[src/rtl/alu_pkg.sv]
// Shared opcode encodings, FSM state type and opcode helpers for the sequential ALU.
package alu_pkg;

    localparam logic [3:0] OP_ADD = 4'b0000;
    localparam logic [3:0] OP_SUB = 4'b0001;
    localparam logic [3:0] OP_AND = 4'b0010;
    localparam logic [3:0] OP_OR  = 4'b0011;
    localparam logic [3:0] OP_NOT = 4'b0100;
    localparam logic [3:0] OP_ASR = 4'b1000;
    localparam logic [3:0] OP_LSL = 4'b1001;
    localparam logic [3:0] OP_LSR = 4'b1010;
    localparam logic [3:0] OP_ROL = 4'b1100;
    localparam logic [3:0] OP_ROR = 4'b1101;

    typedef enum logic {
        IDLE  = 1'b0,
        SHIFT = 1'b1
    } state_t;

    function automatic logic is_shift(input logic [3:0] op);
        return (op == OP_ASR) || (op == OP_LSL) || (op == OP_LSR) ||
               (op == OP_ROL) || (op == OP_ROR);
    endfunction

endpackage

[src/rtl/alu_shift_step.sv]
// One-bit shift/rotate of a WIDTH-bit value; also reports the bit that leaves the word.
module alu_shift_step
    import alu_pkg::*;
#(
    parameter int WIDTH = 32
) (
    input  logic [WIDTH-1:0] value,
    input  logic [3:0]       op,
    output logic [WIDTH-1:0] shifted,
    output logic             bit_out
);

    always_comb begin
        shifted = value;
        bit_out = 1'b0;
        case (op)
            OP_ASR: begin shifted = {value[WIDTH-1], value[WIDTH-1:1]}; bit_out = value[0];       end
            OP_LSL: begin shifted = {value[WIDTH-2:0], 1'b0};           bit_out = value[WIDTH-1]; end
            OP_LSR: begin shifted = {1'b0, value[WIDTH-1:1]};           bit_out = value[0];       end
            OP_ROL: begin shifted = {value[WIDTH-2:0], value[WIDTH-1]}; bit_out = value[WIDTH-1]; end
            OP_ROR: begin shifted = {value[0], value[WIDTH-1:1]};       bit_out = value[0];       end
            default: begin shifted = value; bit_out = 1'b0; end
        endcase
    end

endmodule

[src/rtl/alu_seq.sv]
// Registered ALU with start/ready/done handshake; shifts and rotates run one bit per cycle.
module alu_seq
    import alu_pkg::*;
#(
    parameter int WIDTH   = 32,
    parameter int SHAMT_W = $clog2(WIDTH)
) (
    input  logic               clk,
    input  logic               rst,
    input  logic               start,
    input  logic [WIDTH-1:0]   A,
    input  logic [WIDTH-1:0]   B,
    input  logic [3:0]         Op,
    input  logic [SHAMT_W-1:0] shamt,
    output logic               ready,
    output logic               done,
    output logic [WIDTH-1:0]   Out,
    output logic               Zero,
    output logic               Carry,
    output logic               Overflow,
    output logic               Negative,
    output logic               Err
);

    state_t             state, state_nxt;
    logic [WIDTH-1:0]   work;
    logic [SHAMT_W-1:0] cnt;
    logic [3:0]         op_q;
    logic [WIDTH-1:0]   step_val;
    logic               step_bit;
    logic               start_shift;
    logic               last_step;
    logic [WIDTH:0]     sum_w, diff_w;
    logic [WIDTH-1:0]   alu_res;
    logic               alu_c, alu_v, alu_err;

    assign ready       = (state == IDLE);
    assign start_shift = is_shift(Op) && (shamt != '0);
    assign last_step   = (cnt == SHAMT_W'(1));
    assign sum_w       = {1'b0, A} + {1'b0, B};
    assign diff_w      = {1'b0, A} - {1'b0, B};

    alu_shift_step #(.WIDTH(WIDTH)) u_step (
        .value   (work),
        .op      (op_q),
        .shifted (step_val),
        .bit_out (step_bit)
    );

    // Single-cycle result path; also covers shifts by zero, which pass A through.
    always_comb begin
        alu_res = '0;
        alu_c   = 1'b0;
        alu_v   = 1'b0;
        alu_err = 1'b0;
        case (Op)
            OP_ADD: begin
                alu_res = sum_w[WIDTH-1:0];
                alu_c   = sum_w[WIDTH];
                alu_v   = (A[WIDTH-1] == B[WIDTH-1]) && (alu_res[WIDTH-1] != A[WIDTH-1]);
            end
            OP_SUB: begin
                alu_res = diff_w[WIDTH-1:0];
                alu_c   = diff_w[WIDTH];
                alu_v   = (A[WIDTH-1] != B[WIDTH-1]) && (alu_res[WIDTH-1] != A[WIDTH-1]);
            end
            OP_AND: alu_res = A & B;
            OP_OR:  alu_res = A | B;
            OP_NOT: alu_res = ~A;
            OP_ASR, OP_LSL, OP_LSR, OP_ROL, OP_ROR: alu_res = A;
            default: alu_err = 1'b1;
        endcase
    end

    always_ff @(posedge clk or posedge rst) begin
        if (rst) state <= IDLE;
        else     state <= state_nxt;
    end

    always_comb begin
        state_nxt = state;
        case (state)
            IDLE:    if (start && start_shift) state_nxt = SHIFT;
            SHIFT:   if (last_step)            state_nxt = IDLE;
            default: state_nxt = IDLE;
        endcase
    end

    always_ff @(posedge clk or posedge rst) begin
        if (rst) begin
            done     <= 1'b0;
            Out      <= '0;
            Zero     <= 1'b0;
            Carry    <= 1'b0;
            Overflow <= 1'b0;
            Negative <= 1'b0;
            Err      <= 1'b0;
            work     <= '0;
            cnt      <= '0;
            op_q     <= '0;
        end else begin
            done <= 1'b0;
            if (state == IDLE && start) begin
                if (start_shift) begin
                    work <= A;
                    cnt  <= shamt;
                    op_q <= Op;
                end else begin
                    Out      <= alu_res;
                    Zero     <= (alu_res == '0);
                    Carry    <= alu_c;
                    Overflow <= alu_v;
                    Negative <= alu_res[WIDTH-1];
                    Err      <= alu_err;
                    done     <= 1'b1;
                end
            end else if (state == SHIFT) begin
                work <= step_val;
                cnt  <= cnt - SHAMT_W'(1);
                if (last_step) begin
                    Out      <= step_val;
                    Zero     <= (step_val == '0);
                    Carry    <= step_bit;
                    Overflow <= 1'b0;
                    Negative <= step_val[WIDTH-1];
                    Err      <= 1'b0;
                    done     <= 1'b1;
                end
            end
        end
    end

endmodule

[config.mk]
export PLATFORM = sky130hd
export DESIGN_NAME = alu_seq
export DESIGN_NICKNAME = d
export VERILOG_FILES = /design/src/rtl/alu_pkg.sv /design/src/rtl/alu_shift_step.sv /design/src/rtl/alu_seq.sv
export SDC_FILE = /design/constraint.sdc
export NUM_CORES = 1
export LEC_CHECK = 0
export CAP_MARGIN = 20
export CORE_MARGIN = 2
export CORE_UTILIZATION = 26
export CTS_BUF_LIST = sky130_fd_sc_hd__clkbuf_8 sky130_fd_sc_hd__clkbuf_16
export DETAILED_ROUTE_END_ITERATION = 16
export GPL_TIMING_DRIVEN = 0
export MAX_ROUTING_LAYER = met4
export PLACE_DENSITY_LB_ADDON = 0.25
export SLEW_MARGIN = 10
export SYNTH_ARGS = -nofsm -noshare
export SYNTH_HDL_FRONTEND = slang
export SYNTH_SLANG_ARGS = --single-unit
[constraint.sdc]
create_clock -name clk -period 3.4 [get_ports clk]
set_input_delay 0.34 -clock clk [delete_from_list [all_inputs] [get_ports clk]]
set_output_delay 0.34 -clock clk [all_outputs]
set_load 0.05 [all_outputs]
### After elaboration in Yosys (flattened, before gate mapping)

Cells that the tools add are included.
W data, S select, Z words.

| word-level totals | value |
|---|---|
| output and inout bits | 39 |
| logic and storage cells | 102 |
| register bits after elaboration | 80 |

| cells by class | value |
|---|---|
| bitwise operators | 4 |
| reduce and logical (&&, ||, !) cells | 22 |
| add/sub/neg operators | 3 |
| equality and inequality tests | 21 |
| muxes and demuxes | 41 |

Operators by type and width:

| cell | count |
|---|---|
| $mux W32 | 7 |
| $pmux W32 S6 | 1 |
| $pmux W32 S5 | 1 |
| $logic_not A32 Y1 | 2 |
| $eq A4 B4 Y1 const B | 10 |
| $add A32 B32 Y33 | 1 |
| $sub A32 B32 Y33 | 1 |
| $and A32 B32 Y32 | 1 |
| $not A32 Y32 | 1 |
| $or A32 B32 Y32 | 1 |
| $mux W1 | 25 |
| $mux W5 | 3 |
| $reduce_or A10 Y1 | 1 |
| $eq A4 B2 Y1 const B | 2 |
| $pmux W1 S2 | 4 |
| $eq A5 B1 Y1 const B | 1 |
| $logic_and A1 B1 Y1 | 5 |
| $reduce_bool A5 Y1 | 1 |
| $reduce_or A5 Y1 | 1 |
| $sub A5 B1 Y5 const B | 1 |
| $eq A4 B1 Y1 const B | 1 |
| $eq A4 B3 Y1 const B | 1 |
| $logic_not A4 Y1 | 1 |
| $logic_or A1 B1 Y1 | 4 |
| 9 further kinds | 14 |

### Depth between registers and ports, before layout

| logic depth | value |
|---|---|
| depth after elaboration | 9 |
| mapped depth | 15 |
| mapped depth without buffers | 15 |

### Cells and area by module

A second synthesis with hierarchy kept.

| second synthesis, totals | value |
|---|---|
| cells, all modules | 1,379 |
| area, all modules | 10,024.6 sq um |

By module, submodules not included:

| module | instances | cells each | area each (sq um) |
|---|---|---|---|
| alu_seq | 1 | 1,289 | 9,286.4 |
| alu_shift_step | 1 | 90 | 738.2 |

### Worst setup path before layout

OpenSTA, ideal clock, no wires.

| path | value |
|---|---|
| path type | input to register |
| start | in A[0] |
| end | reg Zero |
| data arrival time | 3,054 ps |
| path buffers | 0 |
| setup slack | 251 ps |
| stages on the path | 14 |
| library setup time | 95 ps |
| cells stage by stage | ha_1 > inv_1 > fa_1 > and3b_1 > o21ai_1 > a311oi_1 > nor2_1 > o21ai_0 > a2111oi_0 > o32ai_1 > nand4_1 > nor4_1 > nand4_1 > o31ai_1 |

| between the ends | value |
|---|---|
| longest elaborated chain between the ends | 5 |

RTL lines:

| what | line | text |
|---|---|---|
| from (decl) | alu_seq.sv:11 | `input logic [WIDTH-1:0] A,` |
| $sub A32 B32 Y33 (tied with other cells) | alu_seq.sv:41 | `assign diff_w = {1'b0, A} - {1'b0, B};` |
| $pmux W32 S6 * | alu_seq.sv:56 | `case (Op)` |
| $logic_not A32 Y1 * | alu_seq.sv:110 | `Zero <= (alu_res == '0);` |
| $mux W1 * | alu_seq.sv:104 | `if (start_shift) begin` |
| $mux W1 * | alu_seq.sv:103 | `if (state == IDLE && start) begin` |
| to (signal assigned) | alu_seq.sv:110 |  |
| to (signal assigned) | alu_seq.sv:122 | `Zero <= (step_val == '0);` |
| to (decl) | alu_seq.sv:18 | `output logic Zero,` |

Every way passes the cells marked *; elsewhere a longest branch is shown, timed or not. The select of a mux whose other input is x is not followed.
A chain may end at the register's enable or synchronous reset.

### Worst setup path after layout

| path | value |
|---|---|
| start | in Op[3] |
| end | reg Out[17] |

| between the ends | value |
|---|---|
| longest elaborated chain between the ends | 8 |

RTL lines:

| what | line | text |
|---|---|---|
| from (decl) | alu_seq.sv:13 | `input logic [3:0] Op,` |
| parallel branches: the longest is 8 deep, another holds $pmux W32 S6 | -- |  |
| to (signal assigned) | alu_seq.sv:109 | `Out <= alu_res;` |
| to (signal assigned) | alu_seq.sv:121 | `Out <= step_val;` |
| to (decl) | alu_seq.sv:17 | `output logic [WIDTH-1:0] Out,` |

Several ways; the timed one is not identified. The select of a mux whose other input is x is not followed.

==> impl.org <==
** Finish
- Core occupancy in the finished layout :: 36.5%
- Commonest cells after routing, fill and taps aside :: 180 x nand2_1, 123 x nor2_1, 116 x o21ai_0
- Total number of nets in the final design :: 1834
- # diodes :: 0
- Relative to the synthesized area, the layout overhead comes to 39.3%.
- Summing all non-filler instances in the final layout gives an area of 0.0144 mm2.
- Share of layout cells above drive strength 1 :: 22.9%
- Leaving out fill and tap cells, the most frequent cell in the layout is nand2_1.

** Timing
- For the pin with the worst max-slew slack, the measured transition is 1050 ps.
- Subtracting the final worst setup slack from the clock period gives 3410 ps.
- Fin worst setup slack :: -13.3 ps
- Setup violations remaining at the end of the flow were counted as 1.
- Unrepaired setup endpoints after global routing :: true
- Headroom to the max-slew limit :: 29.0%
- Adding up every negative setup slack in the final design gives -13.3 ps.
- Fin Clk Skew :: 12.1 ps
- Worst hold slack after final layout :: 315 ps
- Total count of hold-check failures in the final report :: 0
- Peak clock frequency supported by timing :: 293 MHz
- Max-slew violation count :: 0
- Share of the clock period used by the worst path :: 100%

** Critical path
- The endpoint identified for the worst register-to-register timing path is Zero.
- Startpoint of the lowest-slack register-to-register path :: cnt[1]
- Critical path type :: input pin to register
- Length in cells of the worst reg-to-reg path :: 11
- At the worst endpoint, the required time is 3660 ps.
- Data on the critical path arrives at its endpoint at 3680 ps.
- Endpoint class of the critical path :: register
- Startpoint Class :: input pin
- Setup slack on the worst flop-to-flop path :: 250 ps
- Of all nets on the critical path, the largest fanout is 10.

** Floorplan
- Row generation in the floorplan step produced 73 rows.
- Horizontal die dimension :: 203 um
- For this design the top-level I/O count stands at 115.
- Initial Util :: 26.2%
- Core area :: 0.0395 mm2
- The die covers 0.0414 mm2.
- From bottom edge to top edge, the die measures 203 um.

** Logic synthesis
- Yosys synthesis warning count :: 0
- Counting flops with a built-in enable in the synthesized netlist gives 0.
- dfrtp_1 takes more of the synthesized area than any other cell.
- After synthesis, the netlist uses 86 different library cells.
- Post-Synthesis Mean Instance Area :: 7.11 um2
- Fraction of post-synthesis cell area in the top cell type by area :: 19.1%
- Synthesis produced 1455 cells.
- Leading post-synthesis cells by cell area :: dfrtp_1 19%, ha_1 13%, nand2_1 6.6%
- After synthesis the cells add up to 0.0103 mm2.
- When the netlist entered floorplanning its net count stood at 1640.
- Top_reg_cell synth :: dfrtp_1
- Share of synthesized registers carrying an async set or reset :: 100%
- Counting flops and latches in the post-synthesis netlist gives 79.
- Share of the yosys chip area belonging to registers :: 19.1%

** Routing
- Using the TritonRoute via totals, the vias-per-cell ratio works out to 5.77.
- Router iterations before antenna repair :: 6
- Summing over every cut layer, the via total after detailed routing is 12.6k.
- After detailed routing, the total wire length is 51.9 mm.
- In this run, the number of DRC markers left after iteration 0 of detailed routing was 1387.
- In the routed design, unresolved DRC markers number 0.
- In this run the remaining antenna-violating nets after routing total 0.
- Wirelength per Cell :: 23.8 um

** Global routing
- Grt total ovfl :: 0
- The number of antenna violations at the first check in global routing came to 0.
- Via count of the first global-routing pass :: 11.7k
- In the global route stage, overall resource usage came out at 24.8%.
- Entering global routing, the biggest net connects 60 pins.
- First-pass GRT wire length :: 75.4 mm

** Outcome
- Violations in the final reports :: setup timing
- The flow ran to the end, but the final reports show violations.

** Clock network
- H-Tree Level Count :: 3
- For this design, the sink count on the clock tree is 79.
- Clock-pin slew was measured on the worst setup and hold paths at 70 ps.
- At the later pin of the worst-skew pair, clock insertion delay measures 350 ps.
- The clock passes through at most 2 buffers.
- TritonCTS built the clock tree.
- Clock tree root buffer cell :: clkbuf_16
- Buffers inserted during clock tree synthesis total 9.

** Placed design
- Once detailed placement completed, the half-perimeter wirelength came to 39.6 mm.
- In this run the tool buffered the top-level ports with 114 buffer cells.
- Final weighted congestion of routability-driven global placement :: 0.972
- Cell area reported after detailed placement :: 0.0122 mm2

** Job
- Max_cap viols :: 0

** Power and ir drop
- The worst-case IR drop observed on VDD is 0.349 mV.
- Power spread over the standard cell area amounts to 618 mW/mm2.
- Static leakage :: 6.20 nW

** Min path
- In this run the worst hold path is classified as input pin to asynchronous set/reset pin.
-- state kept, by name, summed over array words and instances (netlist names) --
signal    cells
Zero          1
Err           1
op_q          4
done          1
work         32
state         1
cnt           5
Overflow      1
Carry         1
Out          32
-- routing by layer --
metal	part of all wire [%]	GRT usage, %	routed length (um)	up-vias
met3	7.3	2.41	3790	118
met4	3.7	8.97	1910	0
met5	0	-	0	-
li1	-	-	-	5690
met2	46	39.7	24100	618
met1	43	32.6	22200	6137
-- metrics by stage --
stage               power [W]  setup WS (ps)  cells
finish                0.00890          -13.3   2179
global placement      0.00734          -1800   2094
floorplan             0.00549            251   1455
global route          0.00951           -124   2179
detailed placement    0.00741          -1850   2097
CTS                   0.00862           -248   2142
-- where the power goes --
group	total [W]	internal [W]	switching, W
combinational	0.00606	0.00215	0.00391
clock	0.000980	0.000564	0.000416
sequential	0.00186	0.00142	0.000442
-- Yosys cell counts (5+ instances only) --
| library cell | n |
|---|---|
| a2111oi_0 | 9 |
| a211o_1 | 7 |
| a211oi_1 | 24 |
| a21o_1 | 20 |
| a21oi_1 | 119 |
| a221o_1 | 5 |
| a221oi_1 | 12 |
| a22o_1 | 8 |
| a22oi_1 | 32 |
| a311oi_1 | 6 |
| a31o_1 | 6 |
| a31oi_1 | 10 |
| and2_1 | 7 |
| and3_1 | 7 |
| buf_1 | 10 |
| buf_2 | 11 |
| clkbuf_1 | 75 |
| dfrtp_1 | 79 |
| ha_1 | 107 |
| inv_1 | 100 |
| mux2i_1 | 26 |
| nand2_1 | 182 |
| nand2b_1 | 10 |
| nand3_1 | 38 |
| nand4_1 | 15 |
| nor2_1 | 136 |
| nor2b_1 | 12 |
| nor3_1 | 22 |
| nor3b_1 | 5 |
| nor4_1 | 29 |
| o2111ai_1 | 5 |
| o211ai_1 | 14 |
| o21a_1 | 11 |
| o21ai_0 | 130 |
| o21ai_1 | 18 |
| o21bai_1 | 9 |
| o221ai_1 | 11 |
| o22a_1 | 8 |
| o22ai_1 | 12 |
| o31ai_1 | 13 |
| or3_1 | 5 |
| or4_1 | 5 |
| xnor2_1 | 5 |
-- layout make-up --
type	instances	area [um2]
fillers	4260	25100
multi-input cells	1169	8720
flip-flops and latches	79	1980
repair buffers	192	1770
well taps	525	657
plain buffers	92	574
inverters	106	412
clock buffers	9	225
clock inverters	7	66.3
-- logic make-up (layout without fill, tap and decap cells) --
kind of cell / Yosys count / after routing / synth area share (%)
compound gates: 528 / 528 / 33.8
xor+xnor: 8 / 8 / 0.750
fa+ha+maj: 109 / 109 / 13.3
buf+inv: 207 / 406 / 7.87
flops: 79 / 79 / 19.1
mux: 30 / 30 / 2.95
simple gates: 494 / 494 / 22.2
-- worst max-delay path by stage --
stage / cells past startpoint / from / slack [ps] / end
floorplan: 14 / A[0] / 250 / Zero
global placement: 15 / A[9] / -1800 / Zero
detailed placement: 15 / A[0] / -1850 / Zero
CTS: 15 / B[0] / -250 / Zero
global route: 14 / B[18] / -120 / Zero
finish: 14 / Op[3] / -10 / Out[17]
-- critical path, stage by stage --
cell and delay (ps):
clkdlybuf4s50_1 520, clkbuf_4 250, nor4b_2 780, buf_2 490
nand2_1 90, o21ai_0 130, a211oi_1 120, nand2_1 100
nor3_1 50, a31o_1 260, buf_4 150, nand2_1 50
o21ai_0 140, o21ai_0 180
-- what timing repair did --
action                     4_1_cts  5_1_grt
hold buffers                     0        0
setup endpoints to repair       33       32
pin swaps                       39       59
resized for setup              257      300
buffers inserted                33       42
Note: power is estimated with default switching activity, not from simulation.
